### config.mk
export PLATFORM = sky130hd
export DESIGN_NAME = result_collector
export DESIGN_NICKNAME = d
export VERILOG_FILES = /design/src/rtl/mm_pkg.sv /design/src/rtl/res_fifo.sv /design/src/rtl/result_collector.sv
export SDC_FILE = /design/constraint.sdc
export NUM_CORES = 1
export LEC_CHECK = 0
export BUFFER_PORTS_ARGS = -buffer_cell sky130_fd_sc_hd__buf_4
export CAP_MARGIN = 10
export CORE_ASPECT_RATIO = 2
export CORE_MARGIN = 2
export CORE_UTILIZATION = 60
export CTS_BUF_LIST = sky130_fd_sc_hd__clkbuf_4 sky130_fd_sc_hd__clkbuf_8 sky130_fd_sc_hd__clkbuf_16
export CTS_CLUSTER_SIZE = 10
export DETAILED_ROUTE_END_ITERATION = 12
export GPL_TIMING_DRIVEN = 0
export PLACE_DENSITY = 0.81
export RECOVER_POWER = 100
export SLEW_MARGIN = 20
export SYNTH_ARGS = -nofsm -noshare
export SYNTH_HDL_FRONTEND = slang
export SYNTH_SLANG_ARGS = --single-unit
export TNS_END_PERCENT = 1
### constraint.sdc
create_clock -name clk -period 4.3 [get_ports clk]
set_input_delay 0.645 -clock clk [delete_from_list [all_inputs] [get_ports clk]]
set_output_delay 0.645 -clock clk [all_outputs]
set_load 0.05 [all_outputs]
### src/rtl/mm_pkg.sv
// Shared types for the result collector: dimension width, FSM states and buffer entry layout.
package mm_pkg;

  localparam int DATA_W_DEF = 10;
  localparam int DIM_W      = 2;
  localparam int CNT_W      = 2 * DIM_W;

  typedef enum logic [1:0] {
    ST_IDLE    = 2'd0,
    ST_COLLECT = 2'd1,
    ST_DRAIN   = 2'd2,
    ST_DONE    = 2'd3
  } state_e;

  typedef struct packed {
    logic [DIM_W-1:0] row;
    logic [DIM_W-1:0] col;
  } tag_t;

  // Buffer entry at the default element width; wider builds pack {data, tag} the same way.
  typedef struct packed {
    logic [DATA_W_DEF-1:0] data;
    tag_t                  tag;
  } entry_t;

  function automatic logic is_last(input tag_t t, input logic [DIM_W-1:0] rw,
                                   input logic [DIM_W-1:0] cx);
    return (t.row == rw - DIM_W'(1)) && (t.col == cx - DIM_W'(1));
  endfunction

endpackage

### src/rtl/res_fifo.sv
// Circular buffer of DEPTH entries (any DEPTH >= 1) with full/empty and same-cycle push/pop.
module res_fifo #(
  parameter int W     = 14,
  parameter int DEPTH = 4
) (
  input  logic         clk,
  input  logic         clr_n,
  input  logic         push,
  input  logic         pop,
  input  logic [W-1:0] wr_data,
  output logic [W-1:0] rd_data,
  output logic         full,
  output logic         empty
);
  localparam int PW = (DEPTH > 1) ? $clog2(DEPTH) : 1;
  localparam int CW = $clog2(DEPTH + 1);

  logic [W-1:0]  r_mem [DEPTH];
  logic [PW-1:0] r_wr, r_rd;
  logic [CW-1:0] r_cnt;
  logic          w_do_push, w_do_pop;

  assign full      = (r_cnt == CW'(DEPTH));
  assign empty     = (r_cnt == '0);
  assign w_do_pop  = pop && !empty;
  assign w_do_push = push && (!full || w_do_pop);
  assign rd_data   = r_mem[r_rd];

  // Storage needs no reset: reads are only meaningful while the count is non-zero.
  always_ff @(posedge clk) begin
    if (w_do_push) r_mem[r_wr] <= wr_data;
  end

  always_ff @(posedge clk) begin
    if (!clr_n) begin
      r_wr  <= '0;
      r_rd  <= '0;
      r_cnt <= '0;
    end else begin
      if (w_do_push) r_wr <= (r_wr == PW'(DEPTH - 1)) ? '0 : r_wr + PW'(1);
      if (w_do_pop)  r_rd <= (r_rd == PW'(DEPTH - 1)) ? '0 : r_rd + PW'(1);
      case ({w_do_push, w_do_pop})
        2'b10:   r_cnt <= r_cnt + CW'(1);
        2'b01:   r_cnt <= r_cnt - CW'(1);
        default: r_cnt <= r_cnt;
      endcase
    end
  end

endmodule

### src/rtl/result_collector.sv
// Tags a row-major result stream with (row, col), buffers it and hands it downstream.
// Optional running maximum of accepted elements: define RESULT_MAX_TRACK_EN.
module result_collector
  import mm_pkg::*;
#(
  parameter int DATA_W = DATA_W_DEF,
  parameter int DEPTH  = 4
) (
  input  logic              clk,
  input  logic              clear_mem_n,
  input  logic              start,
  input  logic [DIM_W-1:0]  row_w,
  input  logic [DIM_W-1:0]  col_x,
  input  logic [DATA_W-1:0] res_in,
  input  logic              res_in_valid,
  output logic [DATA_W-1:0] out_data,
  output logic [DIM_W-1:0]  out_row,
  output logic [DIM_W-1:0]  out_col,
  output logic              out_valid,
  input  logic              out_ready,
  output logic              out_last,
  output logic              busy,
  output logic              done,
  output logic              overflow
`ifdef RESULT_MAX_TRACK_EN
  ,
  output logic [DATA_W-1:0] res_max
`endif
);
  localparam int ENT_W = DATA_W + 2 * DIM_W;

  state_e           r_state;
  logic [DIM_W-1:0] r_row_w, r_col_x, r_row, r_col;
  logic [CNT_W-1:0] r_expected, r_count;
  logic             r_busy, r_done, r_overflow;
  logic             w_full, w_empty, w_pop, w_push, w_drop, w_start_ok, w_last;
  logic [ENT_W-1:0] w_wr_ent, w_rd_ent;
  tag_t             w_rd_tag;

  assign w_pop      = !w_empty && out_ready;
  assign w_push     = (r_state == ST_COLLECT) && res_in_valid && (!w_full || w_pop);
  assign w_drop     = (r_state == ST_COLLECT) && res_in_valid && w_full && !w_pop;
  assign w_start_ok = (r_state == ST_IDLE) && start && (row_w != '0) && (col_x != '0);
  assign w_wr_ent   = {res_in, r_row, r_col};
  assign w_rd_tag   = tag_t'(w_rd_ent[2*DIM_W-1:0]);
  assign w_last     = !w_empty && is_last(w_rd_tag, r_row_w, r_col_x);

  res_fifo #(.W(ENT_W), .DEPTH(DEPTH)) u_fifo (
    .clk     (clk),
    .clr_n   (clear_mem_n),
    .push    (w_push),
    .pop     (w_pop),
    .wr_data (w_wr_ent),
    .rd_data (w_rd_ent),
    .full    (w_full),
    .empty   (w_empty)
  );

  // An empty buffer presents all-zero data and tags.
  assign out_valid = !w_empty;
  assign out_data  = w_empty ? '0 : w_rd_ent[ENT_W-1:2*DIM_W];
  assign out_row   = w_empty ? '0 : w_rd_tag.row;
  assign out_col   = w_empty ? '0 : w_rd_tag.col;
  assign out_last  = w_last;
  assign busy      = r_busy;
  assign done      = r_done;
  assign overflow  = r_overflow;

  always_ff @(posedge clk) begin
    if (!clear_mem_n) begin
      r_state    <= ST_IDLE;
      r_row_w    <= '0;
      r_col_x    <= '0;
      r_row      <= '0;
      r_col      <= '0;
      r_expected <= '0;
      r_count    <= '0;
      r_busy     <= 1'b0;
      r_done     <= 1'b0;
      r_overflow <= 1'b0;
    end else begin
      r_done <= 1'b0;
      case (r_state)
        ST_IDLE: begin
          if (w_start_ok) begin
            r_row_w    <= row_w;
            r_col_x    <= col_x;
            r_expected <= CNT_W'(row_w) * CNT_W'(col_x);
            r_count    <= '0;
            r_row      <= '0;
            r_col      <= '0;
            r_overflow <= 1'b0;
            r_busy     <= 1'b1;
            r_state    <= ST_COLLECT;
          end
        end
        ST_COLLECT: begin
          if (w_drop) r_overflow <= 1'b1;
          // Only accepted elements advance the tags and the job count.
          if (w_push) begin
            r_count <= r_count + CNT_W'(1);
            if (r_col == r_col_x - DIM_W'(1)) begin
              r_col <= '0;
              r_row <= r_row + DIM_W'(1);
            end else begin
              r_col <= r_col + DIM_W'(1);
            end
            if (r_count + CNT_W'(1) == r_expected) r_state <= ST_DRAIN;
          end
        end
        ST_DRAIN: begin
          if (w_pop && w_last) begin
            r_busy  <= 1'b0;
            r_done  <= 1'b1;
            r_state <= ST_DONE;
          end
        end
        ST_DONE: r_state <= ST_IDLE;
        default: begin
          r_busy  <= 1'b0;
          r_state <= ST_IDLE;
        end
      endcase
    end
  end

`ifdef RESULT_MAX_TRACK_EN
  logic [DATA_W-1:0] r_res_max;

  always_ff @(posedge clk) begin
    if (!clear_mem_n) r_res_max <= '0;
    else if (w_start_ok) r_res_max <= '0;
    else if (w_push && (res_in > r_res_max)) r_res_max <= res_in;
    else r_res_max <= r_res_max;
  end

  assign res_max = r_res_max;
`endif

endmodule

==> results of run 1 <==
[through the flow]
step,instance area (µm²),worst slack [ns],total power (W),std cells
finish,4357,0.9361,0.002653,418
global route,4357,0.6914,0.002784,418
CTS,4483,1.485,0.002749,418
detailed placement,4188,1.181,0.001992,402
global placement,4188,1.235,0.001952,402
floorplan,3810,1.490,0.001726,280
[state kept, by name, indices dropped and copies added, names as in the netlist, named ones only]
name,count
u_fifo.r_mem,56
r_count,4
r_expected,4
u_fifo.r_cnt,3
r_col,2
r_col_x,2
r_row,2
r_row_w,2
r_state,2
u_fifo.r_rd,2
u_fifo.r_wr,2
busy,1
done,1
overflow,1
[where the power goes]
group	switching [W]	total [W]	internal (W)
logic	0.000596	0.000884	0.000289
registers	0.0000502	0.00101	0.000958
clock network	0.000311	0.000760	0.000449
total	0.000956	0.00265	0.00170
[kinds of logic after synthesis]
logic type,share of synthesized area (%)
and+or+nand+nor,12.71
DFF,59.90
AOI/OAI and AO/OA,5.485
buffers and inverters,3.021
muxes,10.64
xor gates and xnor gates,3.448
adders and majority gates,4.795
[area by class of cell]
| cell class | instances | area share (%) |
|---|---|---|
| sequential | 86 | 52.38 |
| multi-input combinational | 169 | 32.22 |
| clock buffer | 9 | 5.169 |
| timing repair buffer | 36 | 3.963 |
| tap | 86 | 2.470 |
| clock inverter | 7 | 1.608 |
| inverter | 13 | 1.120 |
| buffer | 12 | 1.063 |
[worst max-delay path, delay by kind of cell (launching register included)]
family | cells | cell delay (ns)
simple gates | 1 | 0.19
flops | 1 | 0.32
buf+inv | 3 | 1.27
mux | 1 | 0.61
[synth_stat cells, types with 2 or more instances]
cell and n:
or3_1 2, nor2_1 10, inv_1 12, nor3_1 4, mux4_2 14, buf_6 2, xor2_1 6, nor2b_1 18
clkbuf_1 6, o21ai_0 8, xnor2_1 9, mux2i_1 9, nor3b_1 2, dfxtp_1 30, ha_1 13, a21boi_0 4
a21oi_1 4, and3_1 2, a21boi_1 3, buf_2 2, nand2_1 16, edfxtp_1 56, and2_1 25
[worst min-delay path by stage]
stage                                        from                 endpoint
after floorplan           r_state[1]$_SDFFE_PN0P_  r_state[1]$_SDFFE_PN0P_
after detailed placement  r_count[1]$_SDFFE_PN0P_  r_count[1]$_SDFFE_PN0P_
after global routing      r_state[1]$_SDFFE_PN0P_  r_state[1]$_SDFFE_PN0P_
after CTS                 r_count[1]$_SDFFE_PN0P_  r_count[1]$_SDFFE_PN0P_
after global placement    r_state[1]$_SDFFE_PN0P_  r_state[1]$_SDFFE_PN0P_
final                     r_state[1]$_SDFFE_PN0P_  r_state[1]$_SDFFE_PN0P_
[cells in the final DEF (no fill, tap or decap), types with 2 or more instances in the layout]
cell type   instances
clkinv_1            2
inv_1              13
clkbuf_16           9
nor3_1              4
mux2i_1             9
buf_4               9
a21boi_0            7
and2_1             17
or3_1               2
and3_1              3
inv_6               2
nor2b_1            18
ha_1               13
mux4_2             14
and2_0              8
xnor2_1             9
dfxtp_1            30
edfxtp_1           56
clkbuf_1           37
o21ai_0             9
nor3b_1             2
nor2_1             10
nand2_1            16
xor2_1              6
clkinvlp_4          2
a21oi_1             4
[routing by layer]
layer | vias up | routed length (µm) | GRT usage, %
li1 | 1096 | - | -
met1 | 1146 | 2805 | 27.74
met2 | 37 | 3858 | 37.97
met3 | 16 | 182 | 4.208
met4 | 0 | 178 | 12.44
met5 | - | 0 | 0
==> results.yml, run 1 <==
route:
  drc_errors: 0
  routed_wl_mm: 7.024
  ant_nets: 0
  vias_per_cell: 5.490
  firstDrtPassIters: 4
  routed-via-count: 2295
  wl_per_cell_um: 16.80
  drt_iter0_markers: 112
flow_run:
  drv_cap: 0
finish:
  multi_input_area_mm2: 0.001404
  drive_above_1_share_pct: 12.05
  final_util_pct: 70.19
  area_delta_synth_final_pct: 14.35
  seqCellArea_mm2: 0.002282
  fillCellCount: 460
  fin_nets: 360
  n_antenna_cell: 0
floorplanning:
  start_util_pct: 61.38
  die_area_mm2: 0.007042
  die_y_um: 116.7
  fp-row-count: 41
  die_x_um: 60.35
  ioPinCount: 38
  core_area_mm2: 0.006207
synthesis:
  syn_area_per_cell_um2: 13.61
  synth_area_leaders: "edfxtp_1, dfxtp_1, mux4_2"
  synth_nets: 313
  ys_ff_latch: 86
  ys_warn_count: 0
  syn_inst: 280
  synth_enable_flop_cells: 56
  synthArstFlopShare_pct: 0
  synth_flop_cell: "edfxtp_1"
  yosysUniqueCellTypes: 46
  synth_top_area_cell: "edfxtp_1"
  synth_top_area_share_pct: 44.14
  syn_area_mm2: 0.003810
  ys_seq_area_share_pct: 59.90
sta:
  setup_tns_ns: 0
  worstMarginPinSlew_ns: 1.059
  fin_crit_sh_pct: 78.23
  rsz0062_at_grt: "no"
  period_needed_ns: 3.364
  slew_violations: 0
  max_freq_mhz: 297.3
  fin_skew_ns: 0.009334
  hold_slack_ns: 0.4821
  maxSlewHeadroom_pct: 29.34
  setup_violations: 0
  hold_violations: 0
setup_path:
  required_ns: 3.65
  r2r_slack_ns: 1.29
  crit_path_max_incr_delay_ns: 0.67
  regToRegEndpoint: "u_fifo.r_cnt[2]$_SDFFE_PN0P_"
  endpoint: "out_data[9]"
  path_cells: "clkbuf_1 > clkbuf_1 > mux4_2 > and2_1 > clkbuf_1"
  crit_top_cell: "clkbuf_1"
  r2r-start: "u_fifo.r_cnt[0]$_SDFFE_PN0P_"
  cp-start-kind: "flip-flop"
  worstSetupPathType: "flip-flop to primary output"
  r2r_cells: 10
  arrival_ns: 2.72
  path_max_fanout: 10
  end_kind: "primary output"
  crit_slowest_cell: "clkbuf_1"
clocking:
  path_clk_slew_ns: 0.06
  cts_hold_buf: 0
  cts_buffer_depth: 2
  cts_resized: 0
  htree_levels: 3
  cts_tree: "yes"
  clock_sinks: 86
  clk_latency_ns: 0.34
  postCtsSetupBuffers: 0
  cts-root-buf: "clkbuf_16"
  cts-buffers-inserted: 9
global_routing:
  overflow: 0
  grt_pass1_vias: 2328
  grt_start_max_net_pins: 16
  gr-usage-all-layers_pct: 22.97
  grt_pass1_wl_mm: 11.34
  antenna_found_initial: 0
power_and_ir_drop:
  ir_drop_mv: 0.3597
  p_per_area_mw_per_mm2: 608.9
  power_leakage_nw: 1.518
place:
  io_buffers: 36
  place.gp.congestion: 0.7767
  dp_hpwl_mm: 4.871
min_path:
  min_path_cells: 2
  hold_path.class: "flip-flop to flip-flop"
run_status:
  status: "completed"
No activity file was read; power rests on OpenSTA's default activity.
==> inputs of run 2 (changes only) <==
- CORE_UTILIZATION: 60 -> 58
- PLACE_DENSITY: 0.81 -> 0.79
- clock period: 4.3 -> 3.1 ns (I/O delays scaled with it)
==> run 2 against run 1 <==
  * Sequential share of layout area is 0.33 points lower
  * Cell count stayed put
  * Critical path type unchanged
  * First-iteration DRC count shrank 37%
  * Largest power group unchanged
  * Count of clock-buffer cells in the layout is the same
  * Clock skew decreased by 0.0016 ns
  * Via count fell by 0.83%
  * Cell area increased by 0.63%
  * Power increased by 38%
  * Core utilization down 0.71 points
  * Routed wire length grew 2.7%
  * Non-clock buffer count did not move
==> results.yml, run 2 (synthesis results as in run 1) <==
power_and_ir_drop:
  power_leakage_nw: 1.559
  ir_drop_mv: 0.5080
  p_per_area_mw_per_mm2: 837.8
finish:
  fin_nets: 360
  multi_input_area_mm2: 0.001408
  drive_above_1_share_pct: 15.96
  n_antenna_cell: 0
  fillCellCount: 496
  instances_no_fill: 418
  top_regs: "u_fifo.r_mem (56), r_count (4), r_expected (4)"
  largest_reg_flops: 56
  final_common_cell: "edfxtp_1"
  final_cell_mix: "edfxtp_1, dfxtp_1, clkbuf_1"
  largest-register: "u_fifo.r_mem"
  area_delta_synth_final_pct: 15.07
  seqCellArea_mm2: 0.002282
min_path:
  hold_path.class: "input pin to flip-flop"
  min_path_cells: 1
  min_from: "res_in[4]"
  min_to: "u_fifo.r_mem[1][8]$_DFFE_PP_"
setup_path:
  r2r_cells: 10
  crit_family: "multiplexers"
  regToRegEndpoint: "u_fifo.r_cnt[2]$_SDFFE_PN0P_"
  r2r_slack_ns: 0.30
  required_ns: 2.63
  crit_slowest_cell: "mux4_2"
  crit_buf_inv: 2
  worstSetupPathType: "flip-flop to primary output"
  crit_path_max_incr_delay_ns: 0.61
  r2r-start: "u_fifo.r_cnt[0]$_SDFFE_PN0P_"
  arrival_ns: 2.41
  path_cells: "clkbuf_1 > mux4_2 > xnor2_1 > and4_4 > and2_1 > buf_4"
  end_kind: "primary output"
  cp-start-kind: "flip-flop"
  path_max_fanout: 5
floorplanning:
  fp-row-count: 41
  die_x_um: 61.31
  die_area_mm2: 0.007273
  ioPinCount: 38
  start_util_pct: 60.38
  die_y_um: 118.6
  core_area_mm2: 0.006310
clocking:
  cts_buffer_depth: 2
  clock_sinks: 86
  postCtsSetupBuffers: 0
  cts_resized: 0
  cts_hold_buf: 0
  cts-root-buf: "clkbuf_16"
  cts-buffers-inserted: 9
  cts_tree: "yes"
  htree_levels: 3
  path_clk_slew_ns: 0.07
  clk_latency_ns: 0.34
global_routing:
  overflow: 0
  antenna_found_initial: 0
  grt_start_max_net_pins: 17
  grt_pass1_wl_mm: 11.32
  gr-usage-all-layers_pct: 22.21
  grt_pass1_vias: 2296
place:
  io_buffers: 36
  place.gp.congestion: 0.7474
  pre_cts_ws_ns: 0.1714
  place_inst: 402
  dp_hpwl_mm: 4.956
sta:
  worst_slack_ns: 0.2224
  max_freq_mhz: 347.5
  period_needed_ns: 2.878
  rsz0062_at_grt: "no"
  worstMarginPinSlew_ns: 1.083
  hold_violations: 0
  setup_violations: 0
  slew_violations: 0
  fin_skew_ns: 0.007741
  fin_crit_sh_pct: 92.83
  maxSlewHeadroom_pct: 27.75
  setup_tns_ns: 0
route:
  routed-via-count: 2276
  firstDrtPassIters: 4
  wl_per_cell_um: 17.26
  vias_per_cell: 5.445
  ant_nets: 0
  drt_iter0_markers: 71
  routed_wl_mm: 7.215
  drc_errors: 0
run_status:
  status: "completed"
flow_run:
  drv_cap: 0
## run 2: changes by cell type in the layout (fill, tap and decap cells not counted), moves of 2 or more
cell,delta
clkbuf_1,-10
buf_4,+9
and2_0,-3
and2_1,+3
clkinv_1,-2
## run 2: worst max path at each step
stage | start | end | slack [ns] | depth (start not counted)
finish | flip-flop | out_last | 0.22 | 6
global route | flip-flop | out_last | 0.12 | 6
CTS | u_fifo.r_cnt[0]$_SDFFE_PN0P_ | u_fifo.r_cnt[2]$_SDFFE_PN0P_ | 0.35 | 10
detailed placement | out_ready | u_fifo.r_cnt[2]$_SDFFE_PN0P_ | 0.17 | 11
global placement | out_ready | u_fifo.r_cnt[2]$_SDFFE_PN0P_ | 0.22 | 11
floorplan | out_ready | u_fifo.r_cnt[2]$_SDFFE_PN0P_ | 0.47 | 10
## run 2: cell type report
class,instances,area share (%)
well taps,86,2.454
clock inverters,7,1.256
flip-flops and latches,86,52.05
plain buffers,12,1.256
inverters,13,1.113
repair buffers,36,4.623
clock buffers,9,5.137
multi-input cells,169,32.11
## run 2: metal layers
metal | track usage [%] | up-vias | routed length (µm)
met5 | 0 | - | 0
met4 | 12.64 | 0 | 168
met3 | 4.267 | 13 | 240
met2 | 39.49 | 47 | 4207
met1 | 22.29 | 1113 | 2599
li1 | - | 1103 | -
## run 2: metrics by stage
step                      util, %  cell area, µm²  hold slack (ns)  total power [W]
after floorplan                 -            3810           0.4515         0.002395
after global placement      66.37            4188           0.4584         0.002720
after detailed placement    66.37            4188           0.4754         0.002748
after CTS                   70.81            4468           0.3122         0.003759
after global routing        69.48            4384           0.3828         0.003855
final                       69.48            4384           0.3839         0.003673
## run 2: where the power goes
| group | switching (W) | total, W | internal [W] |
|---|---|---|---|
| combinational | 0.000821 | 0.00127 | 0.000446 |
| clock | 0.000456 | 0.00101 | 0.000551 |
| sequential | 0.0000711 | 0.00140 | 0.00133 |
| total | 0.00135 | 0.00367 | 0.00233 |
